[src/rtl/pipeline_ctrl.sv]
// pipeline_ctrl
//   Hazard and exception controller for the five-stage MIPS pipeline. It sits
//   beside the datapath and decides, every cycle, where the next PC comes
//   from, which pipeline registers hold or take a bubble, when CP0 records an
//   exception, and when the branch predictor is updated.
//
//   Decision priority, highest first:
//     memory stall > syscall > interrupt > branch miss > eret >
//     load-use bubble > jr > jump
//
// Parameters
//   SRC_PORTS        ID-stage source-register ports checked for load-use (1..3)
//   LU_STALL_CYCLES  bubbles inserted per load-use hazard (1..7)
//   EXC_VECTOR       exception entry address
//   CNT_W            width of each performance counter
//
// Ports
//   clk, reset                      clock, asynchronous active-high reset
//   id_src_addr / id_src_valid      ID source registers (port i = [5i+4:5i])
//   idex_rd_addr / idex_mem_read    ID/EX destination and "is a load"
//   id_jump, id_jr                  J/JAL and JR decoded in ID
//   predicted_idex_pc               PC the pipeline fetched down
//   target_exmem_pc                 PC the resolved branch actually wants
//   mem_nop                         EX/MEM holds a bubble
//   exmem_syscall, exmem_eret       SYSCALL / ERET in EX/MEM
//   cp0_intr                        interrupt request (may be a single pulse)
//   mem_stall                       data memory not ready
//   cu_pc_src                       0 jump, 1 jr, 2 vector, 3 EPC,
//                                   4 branch correction, 5 PC+4
//   cu_*_stall / cu_*_flush         per-stage hold / bubble
//   cu_cp0_w_en, cu_exec_code,
//   cu_epc                          CP0 Cause/EPC write strobe and payload
//   cu_vector                       constant exception entry address
//   bpu_write_en                    predictor update strobe
//   perf_bmiss_cnt, perf_stall_cnt  saturating branch-miss / PC-stall counts
module pipeline_ctrl #(
  parameter int          SRC_PORTS       = 2,
  parameter int          LU_STALL_CYCLES = 1,
  parameter logic [31:0] EXC_VECTOR      = 32'h80000180,
  parameter int          CNT_W           = 16
) (
  input  logic                     clk,
  input  logic                     reset,
  input  logic [5*SRC_PORTS-1:0]   id_src_addr,
  input  logic [SRC_PORTS-1:0]     id_src_valid,
  input  logic [4:0]               idex_rd_addr,
  input  logic                     idex_mem_read,
  input  logic                     id_jump,
  input  logic                     id_jr,
  input  logic [31:0]              predicted_idex_pc,
  input  logic [31:0]              target_exmem_pc,
  input  logic                     mem_nop,
  input  logic                     exmem_syscall,
  input  logic                     exmem_eret,
  input  logic                     cp0_intr,
  input  logic                     mem_stall,
  output logic [3:0]               cu_pc_src,
  output logic                     cu_pc_stall,
  output logic                     cu_ifid_stall,
  output logic                     cu_idex_stall,
  output logic                     cu_exmem_stall,
  output logic                     cu_ifid_flush,
  output logic                     cu_idex_flush,
  output logic                     cu_exmem_flush,
  output logic                     cu_cp0_w_en,
  output logic [4:0]               cu_exec_code,
  output logic [31:0]              cu_epc,
  output logic [31:0]              cu_vector,
  output logic                     bpu_write_en,
  output logic [CNT_W-1:0]         perf_bmiss_cnt,
  output logic [CNT_W-1:0]         perf_stall_cnt
);

  localparam logic [3:0] PC_JUMP   = 4'd0;
  localparam logic [3:0] PC_JR     = 4'd1;
  localparam logic [3:0] PC_VECTOR = 4'd2;
  localparam logic [3:0] PC_EPC    = 4'd3;
  localparam logic [3:0] PC_BCORR  = 4'd4;
  localparam logic [3:0] PC_PLUS4  = 4'd5;

  localparam logic [4:0] EXC_INTR    = 5'd0;
  localparam logic [4:0] EXC_SYSCALL = 5'd8;

  // Number of bubbles still owed after the one inserted on the hazard cycle.
  localparam logic [2:0] LU_RELOAD = 3'(LU_STALL_CYCLES - 1);

  typedef enum logic {
    RUN     = 1'b0,
    LU_WAIT = 1'b1
  } state_t;

  state_t          state, state_nxt;
  logic [2:0]      lu_cnt, lu_cnt_nxt;
  logic            intr_pend, intr_pend_nxt;
  logic            branch_miss;
  logic            load_use;
  logic            intr;
  logic            lu_active;
  logic            bmiss_inc;
  logic            stall_inc;

  // Counters stick at all-ones instead of wrapping.
  function automatic logic [CNT_W-1:0] sat_inc(input logic [CNT_W-1:0] v);
    return (&v) ? v : v + 1'b1;
  endfunction

  assign cu_vector = EXC_VECTOR;

  // Hazard detection
  assign branch_miss = !mem_nop && (predicted_idex_pc != target_exmem_pc);

  always_comb begin
    load_use = 1'b0;
    for (int i = 0; i < SRC_PORTS; i++) begin
      if (id_src_valid[i] && (id_src_addr[5*i +: 5] == idex_rd_addr)) begin
        load_use = 1'b1;
      end
    end
    // $0 is hard-wired, so a load targeting it never creates a dependency.
    load_use = load_use && idex_mem_read && (idex_rd_addr != 5'd0);
  end

  assign intr      = cp0_intr | intr_pend;
  assign lu_active = (state == LU_WAIT) || load_use;

  // Next-state and control outputs
  always_comb begin
    cu_pc_src      = PC_PLUS4;
    cu_pc_stall    = 1'b0;
    cu_ifid_stall  = 1'b0;
    cu_idex_stall  = 1'b0;
    cu_exmem_stall = 1'b0;
    cu_ifid_flush  = 1'b0;
    cu_idex_flush  = 1'b0;
    cu_exmem_flush = 1'b0;
    cu_cp0_w_en    = 1'b0;
    cu_exec_code   = EXC_INTR;
    cu_epc         = 32'd0;
    bpu_write_en   = 1'b0;
    bmiss_inc      = 1'b0;
    state_nxt      = state;
    lu_cnt_nxt     = lu_cnt;
    // A request that is not serviced this cycle is remembered.
    intr_pend_nxt  = intr_pend | cp0_intr;

    if (!reset) begin
      if (mem_stall) begin
        // Freeze everything; only the interrupt latch may change.
        cu_pc_stall    = 1'b1;
        cu_ifid_stall  = 1'b1;
        cu_idex_stall  = 1'b1;
        cu_exmem_stall = 1'b1;
      end else if (exmem_syscall) begin
        cu_pc_src      = PC_VECTOR;
        cu_ifid_flush  = 1'b1;
        cu_idex_flush  = 1'b1;
        cu_exmem_flush = 1'b1;
        cu_cp0_w_en    = 1'b1;
        cu_exec_code   = EXC_SYSCALL;
        cu_epc         = predicted_idex_pc;
        state_nxt      = RUN;
        lu_cnt_nxt     = 3'd0;
      end else if (intr) begin
        // On a miss the fetched PC is wrong; resume at the resolved target.
        cu_pc_src      = PC_VECTOR;
        cu_ifid_flush  = 1'b1;
        cu_idex_flush  = 1'b1;
        cu_exmem_flush = 1'b1;
        cu_cp0_w_en    = 1'b1;
        cu_exec_code   = EXC_INTR;
        cu_epc         = branch_miss ? target_exmem_pc : predicted_idex_pc;
        bpu_write_en   = branch_miss;
        bmiss_inc      = branch_miss;
        intr_pend_nxt  = 1'b0;
        state_nxt      = RUN;
        lu_cnt_nxt     = 3'd0;
      end else if (branch_miss) begin
        cu_pc_src      = PC_BCORR;
        cu_ifid_flush  = 1'b1;
        cu_idex_flush  = 1'b1;
        cu_exmem_flush = 1'b1;
        bpu_write_en   = 1'b1;
        bmiss_inc      = 1'b1;
        state_nxt      = RUN;
        lu_cnt_nxt     = 3'd0;
      end else if (exmem_eret) begin
        cu_pc_src      = PC_EPC;
        cu_ifid_flush  = 1'b1;
        cu_idex_flush  = 1'b1;
        state_nxt      = RUN;
        lu_cnt_nxt     = 3'd0;
      end else if (lu_active) begin
        // Hold IF and ID, inject a bubble into EX; jumps wait.
        cu_pc_stall    = 1'b1;
        cu_ifid_stall  = 1'b1;
        cu_idex_flush  = 1'b1;
        if (state == RUN) begin
          if (LU_STALL_CYCLES > 1) begin
            state_nxt  = LU_WAIT;
            lu_cnt_nxt = LU_RELOAD;
          end
        end else begin
          lu_cnt_nxt = lu_cnt - 3'd1;
          if (lu_cnt <= 3'd1) begin
            state_nxt  = RUN;
            lu_cnt_nxt = 3'd0;
          end
        end
      end else if (id_jr) begin
        cu_pc_src      = PC_JR;
        cu_ifid_flush  = 1'b1;
      end else if (id_jump) begin
        cu_pc_src      = PC_JUMP;
        cu_ifid_flush  = 1'b1;
      end
    end

    // Memory-stall cycles are frozen, so they are not counted as PC stalls.
    stall_inc = cu_pc_stall && !mem_stall;
  end

  // State register
  always_ff @(posedge clk or posedge reset) begin
    if (reset) begin
      state          <= RUN;
      lu_cnt         <= 3'd0;
      intr_pend      <= 1'b0;
      perf_bmiss_cnt <= '0;
      perf_stall_cnt <= '0;
    end else begin
      state     <= state_nxt;
      lu_cnt    <= lu_cnt_nxt;
      intr_pend <= intr_pend_nxt;
      if (bmiss_inc) begin
        perf_bmiss_cnt <= sat_inc(perf_bmiss_cnt);
      end
      if (stall_inc) begin
        perf_stall_cnt <= sat_inc(perf_stall_cnt);
      end
    end
  end

endmodule
[config.mk]
export PLATFORM = sky130hd
export DESIGN_NAME = pipeline_ctrl
export DESIGN_NICKNAME = d
export VERILOG_FILES = /design/src/rtl/pipeline_ctrl.sv
export SDC_FILE = /design/constraint.sdc
export NUM_CORES = 1
export LEC_CHECK = 0
export CAP_MARGIN = 0
export CORE_AREA = 2 2 79 81
export CTS_BUF_LIST = sky130_fd_sc_hd__clkbuf_16
export DETAILED_ROUTE_END_ITERATION = 10
export DIE_AREA = 0 0 81 83
export DONT_BUFFER_PORTS = 1
export PLACE_DENSITY = 0.8
export SETUP_SLACK_MARGIN = 0.4
export SLEW_MARGIN = 20
export SYNTH_ARGS = -nofsm -noshare
export SYNTH_HDL_FRONTEND = slang
export SYNTH_SLANG_ARGS = --single-unit
[constraint.sdc]
create_clock -name clk -period 5.2 [get_ports clk]
set_input_delay 0.26 -clock clk [delete_from_list [all_inputs] [get_ports clk]]
set_output_delay 0.26 -clock clk [all_outputs]
set_load 0.005 [all_outputs]
==> results.json, run 1 <==
{
  "synth-seq-cells": 37,
  "cts_setup_buffers": 0,
  "cts-resized-gates": 0,
  "setup_viol": 0,
  "crit_path_cell_trace": "or4_1 -> o21ai_1 -> a21oi_1 -> nor2_2 -> o21ai_1 -> a221o_1",
  "syn_avg_cell_area_sq_um": 8.67,
  "synth_edf_count": 0,
  "path_delay_family": "simple AND/OR/NAND/NOR gates",
  "cts_tree": "done",
  "clkLatencyLatePin_ps": 280,
  "power_switching_mw": 0.227,
  "cp_num_buf_inv": 0,
  "num_vias": 2690,
  "wire_per_inst_um": 18.8,
  "multi_input_area_sq_um": 2090,
  "finalMaxSlewViolations": 0,
  "drtIter0Drc": 137,
  "final_hold_viol_count": 1,
  "clk_pin_slew_worst_paths_ps": 60,
  "grt_max_degree": 39,
  "register_area_sq_um": 926,
  "antenna_found_initial": 0,
  "grt-ovfl-total": 0,
  "cts_made_buffers": 5,
  "slew_headroom_pct": 38.4,
  "port_buffers": 0,
  "cp.required_ps": 4940,
  "drv_cap": 0,
  "total_leakage_power_nw": 1.51,
  "hold_buffers": 0,
  "pin_count": 205,
  "synth.top_cell.area_share_pct": 28.3,
  "dp_hpwl_mm": 6.60,
  "ys.warnings.count": 0,
  "intPower_mw": 0.535,
  "ys_seq_area_share_pct": 28.3,
  "die_area_sq_um": 6720,
  "nets": 462,
  "finClkSkew_ps": 4.68,
  "cpPeakStageDelay_ps": 720,
  "first_global_vias": 2493,
  "start_util_pct": 56.2,
  "finalCritPeriodShare_pct": 51.0,
  "avgViaCountPerCell": 6.07,
  "syn_inst": 377,
  "end_kind": "output pin",
  "grt_pass1_wl_mm": 12.4,
  "hold_ws_ps": -0.527,
  "layout_common_cells": "nor2_1, conb_1, dfrtp_1",
  "tns_ps": 0,
  "swShare_pct": 29.8,
  "area_growth_pct": 1.03,
  "yosysTopAreaCell": "dfrtp_1",
  "worstSetupPathType": "in2out",
  "ant_nets": 0,
  "grtUsageTotal_pct": 23.5,
  "slowest_stage": "nor2_2",
  "critPathMaxFanout": 18,
  "dr.pass1.iters": 5,
  "status": "finished, violations left",
  "fp.dieW_um": 81,
  "die_h_um": 83,
  "clkPwrFrac_pct": 38.5,
  "rsz0062_at_grt": "no",
  "drt-total-wl_mm": 8.35,
  "powerDensity_nw_per_um2": 231,
  "crit_top_cell": "o21ai_1",
  "drc": 0,
  "yosysUniqueCellTypes": 47,
  "gp_congestion": 0.857,
  "critPathArrivalTime_ps": 2390,
  "worst_pin_slew_ps": 923,
  "period_minus_slack_ps": 2650,
  "violations": "negative hold slack",
  "cts_buffer_depth": 2,
  "clock.fmax_mhz": 377,
  "comb_power_share_pct": 18.6,
  "layout_commonest_cell": "nor2_1",
  "hp-class": "in2async",
  "power_frac_seq_pct": 42.9,
  "synth_area_sq_um": 3270,
  "fillers": 519,
  "async_flop_share_pct": 100,
  "h-tree-depth": 2,
  "root_buffer": "clkbuf_16",
  "cts.sinks": 37,
  "start_kind": "primary input",
  "std_cell_rows": 28,
  "ir_worst_vdd_uv": 206,
  "synth.top_cells.by_area": "dfrtp_1, xnor2_1, buf_4",
  "drive_gt1_share_pct": 9.51,
  "synth_ff_type": "dfrtp_1",
  "insertedDiodeCount": 0,
  "core_sq_um": 5820
}
[registers in the layout, summed over array words and instances (netlist names)]
register	flops
lu_cnt	3
perf_bmiss_cnt	16
perf_stall_cnt	16
state	1
intr_pend	1
[kinds of logic (layout without fill, tap and decap cells)]
group                      after synthesis  in the layout  synth area share [%]
muxes                                    5              5                  1.69
and+or+nand+nor                        147            147                  25.7
other                                    2             37                 0.230
xor gates and xnor gates                69             69                  18.5
adders and majority gates                4              4                  1.53
AOI/OAI and AO/OA                       51             51                  11.6
buffers and inverters                   62             18                  12.4
DFF                                     37             37                  28.3
[layout make-up]
type	instances	area share (%)
multi-input combinational	313	63.2
sequential	37	28.1
clock buffer	5	3.79
tap	75	2.84
timing repair buffer	3	0.796
inverter	7	0.796
clock inverter	3	0.531
[synth_stat cells, drive strengths merged (7+ instances only)]
master and instances:
a21oi 9, a22oi 32, buf 50, dfrtp 37, inv 7, nand2 19, nand3 17, nand4 13
nor2 52, nor3 13, nor4 15, xnor2 35, xor2 34
[final timing paths]
check                                               from                              to  slack [ps]  depth (start not counted)
max in group asynchronous                          reset  perf_bmiss_cnt[12]$_DFFE_PP0P_        4860                          2
min in group clk                           exmem_syscall             intr_pend$_DFF_PP0_         190                          2
setup reg to reg           perf_bmiss_cnt[2]$_DFFE_PP0P_   perf_bmiss_cnt[1]$_DFFE_PP0P_        2810                          6
hold reg to reg            perf_bmiss_cnt[5]$_DFFE_PP0P_   perf_bmiss_cnt[5]$_DFFE_PP0P_         510                          1
setup / recovery                         idex_rd_addr[1]                    cu_pc_src[2]        2550                          6
hold / removal                                     reset               state$_DFFE_PP0P_        -0.5                          2
[power groups by stage]
stage | clock, mW | sequential (mW) | combinational (mW)
2_1_floorplan | 0 | 0.326 | 0.138
3_3_place_gp | 0 | 0.332 | 0.138
3_5_place_dp | 0 | 0.332 | 0.140
4_1_cts | 0.296 | 0.327 | 0.141
5_1_grt | 0.312 | 0.332 | 0.159
6_report | 0.294 | 0.327 | 0.142
[through the flow]
| step | util [%] | total power [mW] | cells | worst slack (ps) | area [sq um] |
|---|---|---|---|---|---|
| after floorplan | - | 0.464 | 412 | 2600 | 3400 |
| after global placement | 53.9 | 0.470 | 434 | 2460 | 3140 |
| after detailed placement | 53.9 | 0.473 | 434 | 2390 | 3140 |
| after CTS | 56.4 | 0.765 | 442 | 2410 | 3280 |
| after global routing | 56.8 | 0.802 | 443 | 2360 | 3300 |
| final | 56.8 | 0.763 | 443 | 2550 | 3300 |
[layer usage]
layer	global-route usage (%)	part of all wire (%)	vias to the layer above
met3	9.35	12	16
li1	-	-	1224
met5	0	0	-
met4	7.40	2.2	0
met2	36.0	48	162
met1	30.1	38	1288
[worst reg2reg max path, cell delays in order, from the launching register on]
cell and delay [ps]:
dfrtp_1 460, and4_1 260, and3_1 200, and3_2 240
nand4_4 140, o311ai_4 600, mux2_1 370
Note: power is estimated with default switching activity, not from simulation.
==> inputs of run 2 (changes only) <==
==> constraint.sdc (replaced) <==
create_clock -name clk -period 2.5 [get_ports clk]
set_input_delay 0.125 -clock clk [delete_from_list [all_inputs] [get_ports clk]]
set_output_delay 0.125 -clock clk [all_outputs]
set_load 0.005 [all_outputs]
==> results.json, run 2 (synthesis gave the netlist of run 1 again) <==
{
  "finClkSkew_ps": 8.04,
  "start_kind": "flop",
  "cts.sinks": 37,
  "path_delay_family": "simple AND/OR/NAND/NOR gates",
  "avgViaCountPerCell": 5.96,
  "h-tree-depth": 2,
  "grt_max_degree": 39,
  "pin_count": 205,
  "cts_buffer_depth": 2,
  "grtUsageTotal_pct": 25.2,
  "min_to": "intr_pend$_DFF_PP0_",
  "dp_hpwl_mm": 6.60,
  "slowest_stage": "dfrtp_1",
  "critPathArrivalTime_ps": 2250,
  "gp_congestion": 0.842,
  "worstSetupPathType": "reg2reg",
  "powerDensity_nw_per_um2": 463,
  "rsz0062_at_grt": "yes",
  "grt_pass1_wl_mm": 13.3,
  "num_vias": 2749,
  "tns_ps": 0,
  "rrSetupSlack_ps": 390,
  "crit_top_cell": "and3_4",
  "cts_tree": "done",
  "die_area_sq_um": 6720,
  "wl_met2_mm": 4.35,
  "ant_nets": 0,
  "insertedDiodeCount": 0,
  "layout_common_cells": "nor2_1, conb_1, dfrtp_1",
  "final_hold_viol_count": 0,
  "nets": 480,
  "p_total_mw": 1.61,
  "critPathMaxFanout": 6,
  "std_cell_rows": 28,
  "port_buffers": 0,
  "clkLatencyLatePin_ps": 280,
  "layout_commonest_cell": "nor2_1",
  "drtIter0Drc": 128,
  "area_growth_pct": 6.20,
  "die_h_um": 83,
  "routed.top_layer": "met4",
  "period_minus_slack_ps": 2110,
  "crit_path_cell_trace": "and4_4 -> and3_4 -> and3_4 -> nand4_4 -> o311ai_4 -> buf_6 -> nor3_1 -> xor2_1",
  "total_leakage_power_nw": 1.58,
  "cp.required_ps": 2640,
  "clock.fmax_mhz": 475,
  "fillers": 497,
  "end_kind": "flop",
  "hp-class": "in2reg",
  "whs_path_depth": 2,
  "grt-ovfl-total": 0,
  "cts_made_buffers": 5,
  "min_from": "exmem_syscall",
  "finalCritPeriodShare_pct": 84.2,
  "start_util_pct": 56.2,
  "status": "complete, no violations",
  "ir_worst_vdd_uv": 458,
  "cpPeakStageDelay_ps": 420,
  "worst_pin_slew_ps": 600,
  "drv_cap": 0,
  "setup_viol": 0,
  "drc": 0,
  "clk_pin_slew_worst_paths_ps": 60,
  "worstRegToRegCells": 8,
  "reg2reg_to": "perf_bmiss_cnt[7]$_DFFE_PP0P_",
  "wire_per_inst_um": 18.5,
  "root_buffer": "clkbuf_16",
  "slew_headroom_pct": 60.0,
  "wl_met1_mm": 3.12,
  "first_global_vias": 2696,
  "antenna_found_initial": 0,
  "reg_top3": "perf_bmiss_cnt: 16 flops, perf_stall_cnt: 16 flops, lu_cnt: 3 flops",
  "dr.pass1.iters": 4,
  "drt-total-wl_mm": 8.54,
  "cp_num_buf_inv": 1,
  "wl_met3_um": 971,
  "drive_gt1_share_pct": 15.8,
  "fp.dieW_um": 81,
  "finalMaxSlewViolations": 0,
  "r2r-start": "perf_bmiss_cnt[4]$_DFFE_PP0P_",
  "core_sq_um": 5820
}
[run 2: cell count changes in the layout (fill, tap and decap cells not counted), moves of 2 or more]
cell    delta
and3_1     -2
and3_4     +2
buf_4     +16
nor2_1     -2
nor2_2     +2
nor3_1     -2
nor3_2     +2
[run 2: where the power goes]
group	internal, mW	switching (mW)	leakage [nW]
clock	0.365	0.242	0.0712
combinational	0.135	0.194	1.01
sequential	0.630	0.0406	0.506
total	1.13	0.476	1.58
[run 2: layout make-up]
type	count	area, sq um	share of cell area [%]
Tap cell	75	93.8	2.70
Sequential cell	37	927	26.7
Clock inverter	3	17.5	0.505
Timing Repair Buffer	21	168	4.83
Clock buffer	5	125	3.61
Multi-Input combinational cell	313	2110	60.8
Inverter	7	30.0	0.865
[run 2: worst max path at each step]
stage,end,depth (start not counted),start
2_1_floorplan,perf_bmiss_cnt[1]$_DFFE_PP0P_,7,perf_bmiss_cnt[2]$_DFFE_PP0P_
3_3_place_gp,perf_bmiss_cnt[7]$_DFFE_PP0P_,8,perf_bmiss_cnt[3]$_DFFE_PP0P_
3_5_place_dp,perf_bmiss_cnt[9]$_DFFE_PP0P_,8,perf_bmiss_cnt[3]$_DFFE_PP0P_
4_1_cts,perf_bmiss_cnt[5]$_DFFE_PP0P_,8,perf_bmiss_cnt[3]$_DFFE_PP0P_
5_1_grt,perf_bmiss_cnt[7]$_DFFE_PP0P_,8,perf_bmiss_cnt[5]$_DFFE_PP0P_
6_report,perf_bmiss_cnt[7]$_DFFE_PP0P_,8,perf_bmiss_cnt[4]$_DFFE_PP0P_
[run 2: through the flow]
stage	setup slack, ps	instances	hold slack [ps]	util, %	area, sq um
finish	394	461	19.2	59.7	3470
global route	330	461	38.1	59.7	3470
CTS	393	461	70.0	59.2	3440
detailed placement	269	445	171	55.4	3220
global placement	350	445	164	55.4	3220
floorplan	426	412	91.5	-	3400
[run 2: what timing repair did]
action / 4_1_cts / 5_1_grt
endpoints found under the setup margin: 12 / 34
hold endpoints to repair: 37 / 0
setup buffers: 7 / 0
resized for setup: 4 / 9
pin swaps: 2 / 2
hold buffers: 1 / 0
[run 2: routing by layer]
| layer | global-route usage (%) | vias to the layer above |
|---|---|---|
| li1 | - | 1266 |
| met1 | 28.8 | 1339 |
| met2 | 42.9 | 132 |
| met3 | 10.9 | 12 |
| met4 | 5.86 | 0 |
| met5 | 0 | - |
==> inputs of run 3 (changes only) <==
--- a/config.mk
+++ b/config.mk
@@ -11,7 +11,7 @@
 export DETAILED_ROUTE_END_ITERATION = 10
 export DIE_AREA = 0 0 81 83
 export DONT_BUFFER_PORTS = 1
-export PLACE_DENSITY = 0.8
+export PLACE_DENSITY = 0.83
 export SETUP_SLACK_MARGIN = 0.4
 export SLEW_MARGIN = 20
 export SYNTH_ARGS = -nofsm -noshare
==> constraint.sdc (replaced) <==
create_clock -name clk -period 1.8 [get_ports clk]
set_input_delay 0.09 -clock clk [delete_from_list [all_inputs] [get_ports clk]]
set_output_delay 0.09 -clock clk [all_outputs]
set_load 0.005 [all_outputs]
==> results.json, run 3 (synthesis gave the netlist of run 1 again) <==
{
  "status": "finished, violations left",
  "violations": "negative hold slack, negative setup slack",
  "start_kind": "primary input",
  "p_total_mw": 2.85,
  "antenna_found_initial": 0,
  "critPathArrivalTime_ps": 2270,
  "clkLatencyLatePin_ps": 300,
  "critPathCapture": "perf_stall_cnt[2]$_DFFE_PP0P_",
  "cts.sinks": 37,
  "ant_nets": 0,
  "fp.dieW_um": 81,
  "worstSetupPathType": "in2reg",
  "clock.fmax_mhz": 481,
  "r2r-start": "perf_bmiss_cnt[2]$_DFFE_PP0P_",
  "reg_top3": "perf_bmiss_cnt: 16 flops, perf_stall_cnt: 16 flops, lu_cnt: 3 flops",
  "multi_input_area_sq_um": 2890,
  "end_kind": "flop",
  "hold_ws_ps": -156,
  "std_cell_rows": 28,
  "period_minus_slack_ps": 2080,
  "drtIter0Drc": 390,
  "register_area_sq_um": 926,
  "fillers": 184,
  "drc": 0,
  "worst_pin_slew_ps": 503,
  "ir_worst_vdd_uv": 859,
  "first_global_vias": 3719,
  "worstRegToRegCells": 7,
  "grtUsageTotal_pct": 41.5,
  "h-tree-depth": 2,
  "root_buffer": "clkbuf_16",
  "critPathMaxFanout": 5,
  "finalMaxSlewViolations": 0,
  "core_sq_um": 5820,
  "drv_cap": 0,
  "drive_gt1_share_pct": 53.6,
  "layout_common_cells": "buf_4, conb_1, dfrtp_1",
  "port_buffers": 0,
  "nets": 562,
  "gp_congestion": 0.975,
  "setup.worst_path.start": "target_exmem_pc[25]",
  "wire_per_inst_um": 30.9,
  "cp.required_ps": 1990,
  "insertedDiodeCount": 0,
  "grt_max_degree": 39,
  "dp_hpwl_mm": 8.04,
  "layout_commonest_cell": "buf_4",
  "start_util_pct": 56.2,
  "rrSetupSlack_ps": -260,
  "cts_buffer_depth": 2,
  "powerDensity_nw_per_um2": 535,
  "cts_made_buffers": 5,
  "hold_buffers": 1,
  "grt-ovfl-total": 0,
  "drt-total-wl_mm": 16.8,
  "finalCritPeriodShare_pct": 116,
  "dr.pass1.iters": 5,
  "fin_area_sq_um": 5320,
  "cts_tree": "done",
  "setup_ws_ps": -280,
  "num_vias": 3858,
  "final_hold_viol_count": 37,
  "rsz0062_at_grt": "yes",
  "die_h_um": 83,
  "tns_ps": -8290,
  "total_leakage_power_nw": 2.43,
  "hp-class": "in2async",
  "setup_viol": 72,
  "slew_headroom_pct": 66.5,
  "utilization_pct": 91.4,
  "reg2reg_to": "perf_bmiss_cnt[1]$_DFFE_PP0P_",
  "die_area_sq_um": 6720,
  "dpl_cell_area_sq_um": 4060,
  "avgViaCountPerCell": 7.10,
  "place_ws_ps": -131,
  "area_growth_pct": 62.7,
  "finClkSkew_ps": 8.51,
  "pin_count": 205,
  "clk_pin_slew_worst_paths_ps": 60,
  "grt_pass1_wl_mm": 20.9
}
run 3: how the worst min path moves through the flow:
stage,from,endpoint,slack (ps),cells after the start
3_3_place_gp,reset,state$_DFFE_PP0P_,160,2
4_1_cts,reset,state$_DFFE_PP0P_,-130,2
6_report,reset,lu_cnt[2]$_DFFE_PP0P_,-160,2
2_1_floorplan,reset,intr_pend$_DFF_PP0_,70,1
5_1_grt,reset,lu_cnt[0]$_DFFE_PP0P_,-100,2
3_5_place_dp,reset,state$_DFFE_PP0P_,170,2
run 3: metrics by stage:
step / hold WS [ps] / std cells
detailed placement: 170 / 484
global placement: 162 / 484
finish: -156 / 543
floorplan: 68.6 / 412
global route: -103 / 543
CTS: -131 / 537
run 3: critical path, cell delays in order:
cell      delay [ps]
xnor2_2          190
nand4_1          220
nor4_4           380
a21oi_4          110
buf_6            130
nand3b_4         230
buf_6            180
buf_6            120
nor4b_4          350
xor2_1           260
run 3: cell type report:
type,count,share of cell area (%)
multi-input cells,313,54.3
clock buffers,5,2.35
inverters,7,0.565
clock inverters,3,0.706
flip-flops and latches,37,17.4
well taps,75,1.77
repair buffers,103,22.9
run 3: timing repair:
| action | in CTS | in global routing |
|---|---|---|
| gates resized for setup | 85 | 40 |
| gates cloned | 6 | 0 |
| endpoints found under the hold margin | 38 | 37 |
| setup endpoints to repair | 78 | 77 |
| setup buffers | 38 | 6 |
| pin swaps | 74 | 33 |
run 3: routing by layer:
layer / GRT usage (%) / share of wire [%] / vias to the layer above
li1: - / - / 1431
met1: 45.0 / 30 / 1846
met2: 69.9 / 48 / 414
met3: 13.0 / 12 / 165
met4: 22.2 / 9.5 / 2
met5: 5.83 / 0.29 / -
run 3: report_power, final:
group / internal, mW / leakage, nW / switching [mW]
clock network: 0.645 / 0.0826 / 0.375
registers: 0.874 / 0.508 / 0.0515
logic: 0.417 / 1.84 / 0.485
total: 1.94 / 2.43 / 0.911
